**src/rtl/nes_timing_pkg.sv**
```systemverilog
// Shared timing definitions for the NES master-clock tick generator:
// FSM state encoding, NTSC divider constants and a counter-width helper.
package nes_timing_pkg;

  localparam int PPU_DIV_NTSC = 4;
  localparam int CPU_DIV_NTSC = 12;

  typedef enum logic [1:0] {
    ST_RUN     = 2'd0,
    ST_PAUSING = 2'd1,
    ST_PAUSED  = 2'd2,
    ST_STEP    = 2'd3
  } tick_state_e;

  // Width of a counter spanning 0..div-1; never narrower than one bit.
  function automatic int ph_width(input int div);
    return (div > 1) ? $clog2(div) : 1;
  endfunction

endpackage

```
**src/rtl/nes_tick_gen_if.sv**
```systemverilog
// Control and tick-output bundle of the tick generator. The generator
// uses the master view; a consumer of the ticks uses the slave view.
interface nes_tick_gen_if;

  logic        pause_req;
  logic        step;
  logic        ppu_ce;
  logic        cpu_ce;
  logic        apu_ce;
  logic        m2;
  logic        paused;
  logic        step_done;
  logic [15:0] cpu_cycles;

  modport master (
    input  pause_req, step,
    output ppu_ce, cpu_ce, apu_ce, m2, paused, step_done, cpu_cycles
  );

  modport slave (
    output pause_req, step,
    input  ppu_ce, cpu_ce, apu_ce, m2, paused, step_done, cpu_cycles
  );

endinterface

```
**src/rtl/nes_phase_ctr.sv**
```systemverilog
// Wrapping phase counter over one CPU cycle (0..CPU_DIV-1) with an advance
// enable, plus the terminal/phase flags the tick registers are built from.
module nes_phase_ctr
  import nes_timing_pkg::*;
#(
  parameter int CPU_DIV = CPU_DIV_NTSC,
  parameter int PPU_DIV = PPU_DIV_NTSC
) (
  input  logic clk,
  input  logic rst,
  input  logic adv,
  output logic cpu_term,
  output logic ppu_term,
  output logic m2_next
);

  localparam int PW = ph_width(CPU_DIV);
  localparam logic [PW-1:0] PH_LAST = PW'(CPU_DIV - 1);

  logic [PW-1:0] ph_q;
  logic [PW-1:0] ph_d;

  always_comb begin
    ph_d = ph_q;
    if (adv) begin
      ph_d = (ph_q == PH_LAST) ? '0 : ph_q + PW'(1);
    end
  end

  always_ff @(posedge clk or posedge rst) begin
    if (rst) begin
      ph_q <= '0;
    end else begin
      ph_q <= ph_d;
    end
  end

  assign cpu_term = (ph_q == PH_LAST);
  assign ppu_term = ((int'(ph_q) % PPU_DIV) == (PPU_DIV - 1));
  // M2 is high for the second half of the CPU cycle, looking one phase ahead
  // because the output register lands a clock later.
  assign m2_next  = (((int'(ph_q) + 1) % CPU_DIV) >= (CPU_DIV / 2));

endmodule

```
**src/rtl/nes_tick_gen.sv**
```systemverilog
// NES clock-enable generator: PPU/CPU/APU enables and M2 from one master
// clock, with pause at CPU-cycle boundaries and single-CPU-cycle stepping.
module nes_tick_gen
  import nes_timing_pkg::*;
#(
  parameter int PPU_DIV = PPU_DIV_NTSC,
  parameter int CPU_DIV = CPU_DIV_NTSC
) (
  input  logic                  clk,
  input  logic                  rst,
  nes_tick_gen_if.master        bus
);

  tick_state_e state_q;
  tick_state_e state_d;

  logic adv;
  logic cpu_term;
  logic ppu_term;
  logic m2_next;

  logic        ppu_ce_q, ppu_ce_d;
  logic        cpu_ce_q, cpu_ce_d;
  logic        apu_ce_q, apu_ce_d;
  logic        m2_q, m2_d;
  logic        paused_q, paused_d;
  logic        step_done_q, step_done_d;
  logic        toggle_q, toggle_d;
  logic [15:0] cpu_cycles_q, cpu_cycles_d;

  assign adv = (state_q != ST_PAUSED);

  nes_phase_ctr #(
    .CPU_DIV (CPU_DIV),
    .PPU_DIV (PPU_DIV)
  ) u_phase (
    .clk      (clk),
    .rst      (rst),
    .adv      (adv),
    .cpu_term (cpu_term),
    .ppu_term (ppu_term),
    .m2_next  (m2_next)
  );

  always_comb begin
    state_d = state_q;
    case (state_q)
      ST_RUN: begin
        if (bus.pause_req) begin
          state_d = cpu_term ? ST_PAUSED : ST_PAUSING;
        end
      end
      ST_PAUSING: begin
        if (!bus.pause_req) begin
          state_d = ST_RUN;
        end else if (cpu_term) begin
          state_d = ST_PAUSED;
        end
      end
      // Releasing the pause wins over a simultaneous step request.
      ST_PAUSED: begin
        if (!bus.pause_req) begin
          state_d = ST_RUN;
        end else if (bus.step) begin
          state_d = ST_STEP;
        end
      end
      ST_STEP: begin
        if (cpu_term) begin
          state_d = bus.pause_req ? ST_PAUSED : ST_RUN;
        end
      end
      default: state_d = ST_RUN;
    endcase
  end

  always_ff @(posedge clk or posedge rst) begin
    if (rst) begin
      state_q <= ST_RUN;
    end else begin
      state_q <= state_d;
    end
  end

  // Output registers describe the cycle just executed, so paused trails the
  // boundary cpu_ce by one clock.
  always_comb begin
    ppu_ce_d     = adv && ppu_term;
    cpu_ce_d     = adv && cpu_term;
    apu_ce_d     = cpu_ce_d && toggle_q;
    m2_d         = adv && m2_next;
    paused_d     = (state_q == ST_PAUSED);
    step_done_d  = (state_q == ST_STEP) && cpu_term;
    toggle_d     = toggle_q ^ cpu_ce_d;
    cpu_cycles_d = cpu_cycles_q + 16'(cpu_ce_d);
  end

  always_ff @(posedge clk or posedge rst) begin
    if (rst) begin
      ppu_ce_q     <= 1'b0;
      cpu_ce_q     <= 1'b0;
      apu_ce_q     <= 1'b0;
      m2_q         <= 1'b0;
      paused_q     <= 1'b0;
      step_done_q  <= 1'b0;
      toggle_q     <= 1'b0;
      cpu_cycles_q <= 16'd0;
    end else begin
      ppu_ce_q     <= ppu_ce_d;
      cpu_ce_q     <= cpu_ce_d;
      apu_ce_q     <= apu_ce_d;
      m2_q         <= m2_d;
      paused_q     <= paused_d;
      step_done_q  <= step_done_d;
      toggle_q     <= toggle_d;
      cpu_cycles_q <= cpu_cycles_d;
    end
  end

  assign bus.ppu_ce     = ppu_ce_q;
  assign bus.cpu_ce     = cpu_ce_q;
  assign bus.apu_ce     = apu_ce_q;
  assign bus.m2         = m2_q;
  assign bus.paused     = paused_q;
  assign bus.step_done  = step_done_q;
  assign bus.cpu_cycles = cpu_cycles_q;

endmodule

```
**src/flat_wrapper.sv**
```systemverilog
// flat-port wrapper written by rule: the top's interface ports become plain ports
module nes_tick_gen_flat import nes_timing_pkg::*;
#(
  parameter int PPU_DIV = PPU_DIV_NTSC,
  parameter int CPU_DIV = CPU_DIV_NTSC
)
  (clk, rst, bus_pause_req, bus_step, bus_ppu_ce, bus_cpu_ce, bus_apu_ce, bus_m2, bus_paused, bus_step_done, bus_cpu_cycles);
  nes_tick_gen_if bus_i ();
  input  logic clk;
  input  logic rst;
  input wire logic [$bits(bus_i.pause_req)-1:0] bus_pause_req;
  input wire logic [$bits(bus_i.step)-1:0] bus_step;
  output wire logic [$bits(bus_i.ppu_ce)-1:0] bus_ppu_ce;
  output wire logic [$bits(bus_i.cpu_ce)-1:0] bus_cpu_ce;
  output wire logic [$bits(bus_i.apu_ce)-1:0] bus_apu_ce;
  output wire logic [$bits(bus_i.m2)-1:0] bus_m2;
  output wire logic [$bits(bus_i.paused)-1:0] bus_paused;
  output wire logic [$bits(bus_i.step_done)-1:0] bus_step_done;
  output wire logic [$bits(bus_i.cpu_cycles)-1:0] bus_cpu_cycles;
  assign bus_i.pause_req = bus_pause_req;
  assign bus_i.step = bus_step;
  assign bus_ppu_ce = bus_i.ppu_ce;
  assign bus_cpu_ce = bus_i.cpu_ce;
  assign bus_apu_ce = bus_i.apu_ce;
  assign bus_m2 = bus_i.m2;
  assign bus_paused = bus_i.paused;
  assign bus_step_done = bus_i.step_done;
  assign bus_cpu_cycles = bus_i.cpu_cycles;
  nes_tick_gen #(.PPU_DIV(PPU_DIV), .CPU_DIV(CPU_DIV)) u_core (.clk(clk), .rst(rst), .bus(bus_i));
endmodule
```
**config.mk**
```make
export PLATFORM = sky130hd
export DESIGN_NAME = nes_tick_gen_flat
export DESIGN_NICKNAME = d
export VERILOG_FILES = /design/src/rtl/nes_timing_pkg.sv /design/src/rtl/nes_tick_gen_if.sv /design/src/rtl/nes_phase_ctr.sv /design/src/rtl/nes_tick_gen.sv /design/src/flat_wrapper.sv
export SDC_FILE = /design/constraint.sdc
export NUM_CORES = 1
export LEC_CHECK = 0
export ABC_AREA = 1
export BUFFER_PORTS_ARGS = -buffer_cell sky130_fd_sc_hd__buf_2
export CAP_MARGIN = 20
export CORE_AREA = 5 5 61 63
export CTS_CLUSTER_SIZE = 10
export DETAILED_ROUTE_END_ITERATION = 8
export DIE_AREA = 0 0 66 68
export PLACE_DENSITY = 0.73
export SLEW_MARGIN = 20
export SYNTH_ARGS = -nofsm -noshare
export SYNTH_HDL_FRONTEND = slang
export SYNTH_HIERARCHICAL = 1
export SYNTH_SLANG_ARGS = --single-unit
```
**constraint.sdc**
```tcl
create_clock -name clk -period 1.8 [get_ports clk]
set_clock_uncertainty 0.05 [all_clocks]
set_input_delay 0.18 -clock clk [delete_from_list [all_inputs] [get_ports clk]]
set_output_delay 0.18 -clock clk [all_outputs]
set_load 0.02 [all_outputs]
```
# Word level (Yosys, flattened, before mapping)
# Index checks and enable logic that the tools add are counted.
op_classes:
  muxes: 10
  magnitude_cmp: 1
  bitwise_logic: 1
  div: 1
  multipliers: 0
  shift: 0
  n_reduce_logical: 7
  n_addsub: 3
  n_eq_ne: 10
op_table:
  columns: ["op", "n"]
  rows:
  - ["$ge 32x4->1 const B", 1]
  - ["$mod 32x5->32 const B", 1]
  - ["$add 16x1->16", 1]
  - ["$mux 2", 8]
  - ["$pmux 2 s4", 1]
  - ["$add 4x1->5 const B", 1]
  - ["$logic_and 1x1->1", 5]
  - ["$add 4x1->4 const B", 1]
  - ["$eq 2x1->1 const B", 2]
  - ["$eq 2x2->1 const B", 2]
  - ["$eq 4x4->1 const B", 1]
  - ["$mux 4", 1]
  - ["$ne 2x2->1 const B", 2]
  - ["$reduce_and 4->1", 1]
  - ["$ne 3x2->1 const B", 1]
  - ["$ne 3x3->1 const B", 1]
  - ["$logic_not 2->1", 1]
  - ["$ne 2x1->1 const B", 1]
  - ["$xor 1x1->1", 1]
word_totals:
  wordCells: 43
  ram_bits: 0
  register_bits: 29
  rom_bits: 0
  n_memories: 0
  in_bits: 4
  out_inout_bits: 22
  latchBits: 0

# Depth between registers and ports, before layout
logic_depth:
  depth_word: 4
  ltp_mapped: 13

# Hierarchy
# The synthesis kept the hierarchy.
by_module_without_submodules:
  columns: ["module", "cells_per_inst", "n_inst", "area_each_um2"]
  rows:
  - ["nes_tick_gen", 127, 1, 1163.6]
  - ["nes_phase_ctr", 46, 1, 314.1]

# Worst setup path after synthesis
# No wires, ideal clock.
synth_path:
  path_kind: "register to register"
  from: "register u_core.u_phase.ph_q[0]"
  to: "register u_core.cpu_cycles_q[14] (netlist: u_core/bus.cpu_cycles[14])"
  synth_period_minus_slack_ns: 1.942
  t_required_ns: 1.621
  arrival_ns: 1.762
  path_stages_with_launch: 11
  slack_ns: -0.142
  path_cell_list: "dfrtp_1 -> ha_1 -> nand3_1 -> inv_1 -> nand3_4 -> inv_1 -> ha_1 -> nand3_2 -> nor2_1 -> nand3_1 -> xnor2_1"
synth_between:
  elab_chain_cells: 3
synth_lines:
  columns: ["element", "line_no", "rtl"]
  rows:
  - ["from (decl)", "nes_phase_ctr.sv:20", "logic [PW-1:0] ph_q;"]
  - ["from (signal assigned)", "nes_phase_ctr.sv:34", "ph_q <= ph_d;"]
  - ["$eq 4x4->1", "nes_phase_ctr.sv:38", "assign cpu_term = (ph_q == PH_LAST);"]
  - ["net u_core.cpu_term", "nes_tick_gen.sv:18", "logic cpu_term;"]
  - ["$logic_and 1x1->1", "nes_tick_gen.sv:89", "cpu_ce_d = adv && cpu_term;"]
  - ["$add 16x1->16", "nes_tick_gen.sv:95", "cpu_cycles_d = cpu_cycles_q + 16'(cpu_ce_d);"]
  - ["net u_core.cpu_cycles_d[14]", "nes_tick_gen.sv:29", "logic [15:0] cpu_cycles_q, cpu_cycles_d;"]
  - ["to (signal assigned)", "nes_tick_gen.sv:116", "cpu_cycles_q <= cpu_cycles_d;"]
  - ["to (decl)", "nes_tick_gen.sv:29", null]
# The timed path passes the listed nets, and every way through them passes these cells.
# A chain may end at the register's enable or synchronous reset.

# Worst setup path in the final report
layout_path:
  from: "register u_core.u_phase.ph_q[0]"
  to: "register u_core.cpu_cycles_q[5] (netlist: u_core/bus.cpu_cycles[5])"
layout_between:
  elab_chain_cells: 3
layout_lines:
  columns: ["element", "line_no", "rtl"]
  rows:
  - ["$eq 4x4->1", "nes_phase_ctr.sv:38", null]
  - ["net u_core.cpu_term", "nes_tick_gen.sv:18", null]
  - ["$logic_and 1x1->1", "nes_tick_gen.sv:89", null]
  - ["net u_core.cpu_ce_d", "nes_tick_gen.sv:23", "logic cpu_ce_q, cpu_ce_d;"]
  - ["$add 16x1->16", "nes_tick_gen.sv:95", null]
  - ["net u_core.cpu_cycles_d[5]", "nes_tick_gen.sv:29", null]
# The timed path passes the listed nets, and every way through them passes these cells.

==> flow_metrics.tcl <==
set metrics [dict create \
    tritoncts "yes" \
    core_um2 3179 \
    netlist_instances 173 \
    antenna_left 0 \
    finalNonFillerCells 264 \
    rsz0062_at_grt "true" \
    crit_path_end_kind "flop" \
    min_path_type "in2reg" \
    syn_to_final_growth_pct 28.70 \
    viasPerCell 4.655 \
    hold_ws_ps 157.7 \
    place_inst 254 \
    clk_path_buf_depth 2 \
    rows 21 \
    worstMarginPinSlew_ps 325.2 \
    ys_seq_area_share_pct 49.11 \
    grt_overflow 0 \
    antenna_found_initial 0 \
    irDropWorstVdd_mv 0.6551 \
    grt_use_total_pct 15.43 \
    crit_type "reg2reg" \
    cts-root-buf "clkbuf_4" \
    place.port_buffers 25 \
    crit_slowest_cell "dfrtp_2" \
    synth_top_area_cell "dfrtp_1" \
    avgSynthCellArea_um2 8.541 \
    setup_viol_count_final 0 \
    first_pass_iters 4 \
    finalHoldViolCount 0 \
    cp_slowest_stage_delay_ps 410 \
    gp_congestion 0.8267 \
    drive_above_1_share_pct 33.03 \
    finalCritPeriodShare_pct 94.60 \
    routed_wl_um 2911 \
    worstPathArrival_ps 1900 \
    p_leak_nw 1.028 \
    fin_nets 226 \
    synth.top_cell.area_share_pct 49.11 \
    drc 0 \
    die_w_um 66 \
    antenna_cells 0 \
    largest_reg_flops 16 \
    die-area_um2 4488 \
    yosys_warnings 6 \
    critical_path_buf_inv_count 3 \
    floorplan.initialDensity_pct 46.48 \
    synth_nets 182 \
    vias 1229 \
    cellPowerDensity_nw_per_um2 1258 \
    cp_top_family "simple AND/OR/NAND/NOR gates" \
    grt_pass1_wl_um 5168 \
    ios 26 \
    clock.fmax_mhz 587.3 \
    maxCapViolCount 0 \
    die_h_um 68 \
    drv_slew 0 \
    cts_htree_levels 2 \
    status "completed" \
    place_area_um2 1759 \
    start_kind "flop" \
    finalCriticalPeriod_ps 1703 \
    tns_ps 0 \
    first_global_vias 1200 \
    synth_area_um2 1478 \
    ys_seq_elements 29 \
    grt_max_degree 26 \
    design_area_um2 1902 \
    worstPathMaxFanout 4 \
    crit_path_cell_trace "ha_4, nand3_4, inv_4, inv_1, nor2_2, ha_2, nand2_1, nor2_4, buf_4, xor2_1" \
    slew_headroom_pct 78.32 \
    clock_latency_ps 320 \
    clkTransAtPathRegs_ps 80 \
    cts_buffers 5 \
    dpl.hpwl_um 2214 \
    post_drt_wl_per_cell_um 11.03 \
    synth_area_leaders "dfrtp_1 49%, nand2_1 12%, inv_1 5.3%" \
    cts.sinks 29 \
    required_ps 2000 \
    drtIter0Drc 60 \
    ys_types 25 \
]
[path summary, 6_finish.rpt]
| check | start | endpoint | slack, ps | cells after the start |
|---|---|---|---|---|
| worst max-delay path | u_core/u_phase/ph_q[0] | u_core/bus.cpu_cycles[5] | 100 | 10 |
| worst min register to register | u_core/toggle_q | u_core/toggle_q | 470 | 2 |
| max in group asynchronous | rst | u_core/state_q[0] | 1050 | 4 |
| min in group asynchronous | rst | u_core/u_phase/ph_q[3] | 240 | 3 |
| worst max register to register | u_core/u_phase/ph_q[0] | u_core/bus.cpu_cycles[5] | 100 | 10 |
| worst min-delay path | bus_pause_req | u_core/state_q[0] | 160 | 5 |
[final cells by class]
type                            count  area [µm²]
Clock buffer                        8       48.80
Inverter                           28       107.6
Multi-Input combinational cell    116       739.5
Tap cell                           46       57.56
Fill cell                         287        1277
Timing Repair Buffer               37       221.5
Sequential cell                    29       726.9
[power breakdown]
part,internal (W),leakage [nW],switching (W)
registers,0.000810,0.383,0.000140
logic,0.000433,0.618,0.000645
clock network,0.000155,0.0265,0.000210
[worst reg2reg max path: cells and delay by family, from the launching register on]
| kind | cells | cell delay [ps] |
|---|---|---|
| buffers and inverters | 3 | 260 |
| xor gates and xnor gates | 1 | 130 |
| DFF | 1 | 410 |
| and+or+nand+nor | 4 | 440 |
| adders and majority gates | 2 | 350 |
[cells by family (layout without fill, tap and decap cells)]
family          after synthesis  count (layout)  share of synthesized area [%]
compound gates                7               7                          2.709
xor+xnor                     10              10                          5.928
fa+ha+maj                     5               5                          4.234
buf+inv                      28              73                          7.113
flops                        29              29                          49.11
simple gates                 94              94                          30.91
[placed cells by master, fill, tap and decap left out, types with 5 or more instances in the layout]
| cell type | instances |
|---|---|
| nor2_1 | 15 |
| nand2_1 | 46 |
| dfrtp_1 | 28 |
| inv_1 | 19 |
| buf_4 | 10 |
| nand3_1 | 6 |
| xor2_1 | 7 |
| inv_2 | 8 |
| clkbuf_4 | 5 |
| buf_2 | 25 |
[what timing repair did]
item                                   CTS  global route
setup buffers                            0             1
setup endpoints to repair                0             7
resized for setup                        0            15
endpoints found under the hold margin   29             0
hold buffers                             1             0
[cells in the mapped netlist (all sizes together)]
cell type,number
nand2,49
nand4,4
and2,1
xor2,7
o22ai,2
nor3,2
ha,5
nor2,22
a21oi,2
nor3b,1
o21ai,2
dfrtp,29
nand3b,2
o21a,1
nand3,13
inv,28
xnor2,3
[routing by layer]
metal / GRT usage [%] / part of all wire, % / vias up
li1: - / - / 624
met1: 18.90 / 47 / 583
met2: 24.78 / 48 / 18
met3: 4.269 / 2.8 / 4
met4: 8.376 / 2.1 / 0
met5: 0 / 0 / -
[stage by stage]
step	total power, W	setup WS, ps	utilization, %
6_report	0.002392	97.25	59.82
4_1_cts	0.002331	29.06	57.18
5_1_grt	0.002608	-19.15	59.82
3_3_place_gp	0.001931	90.15	55.33
3_5_place_dp	0.001955	50.39	55.33
2_1_floorplan	0.001625	32.71	-
No activity file was read; power rests on OpenSTA's default activity.
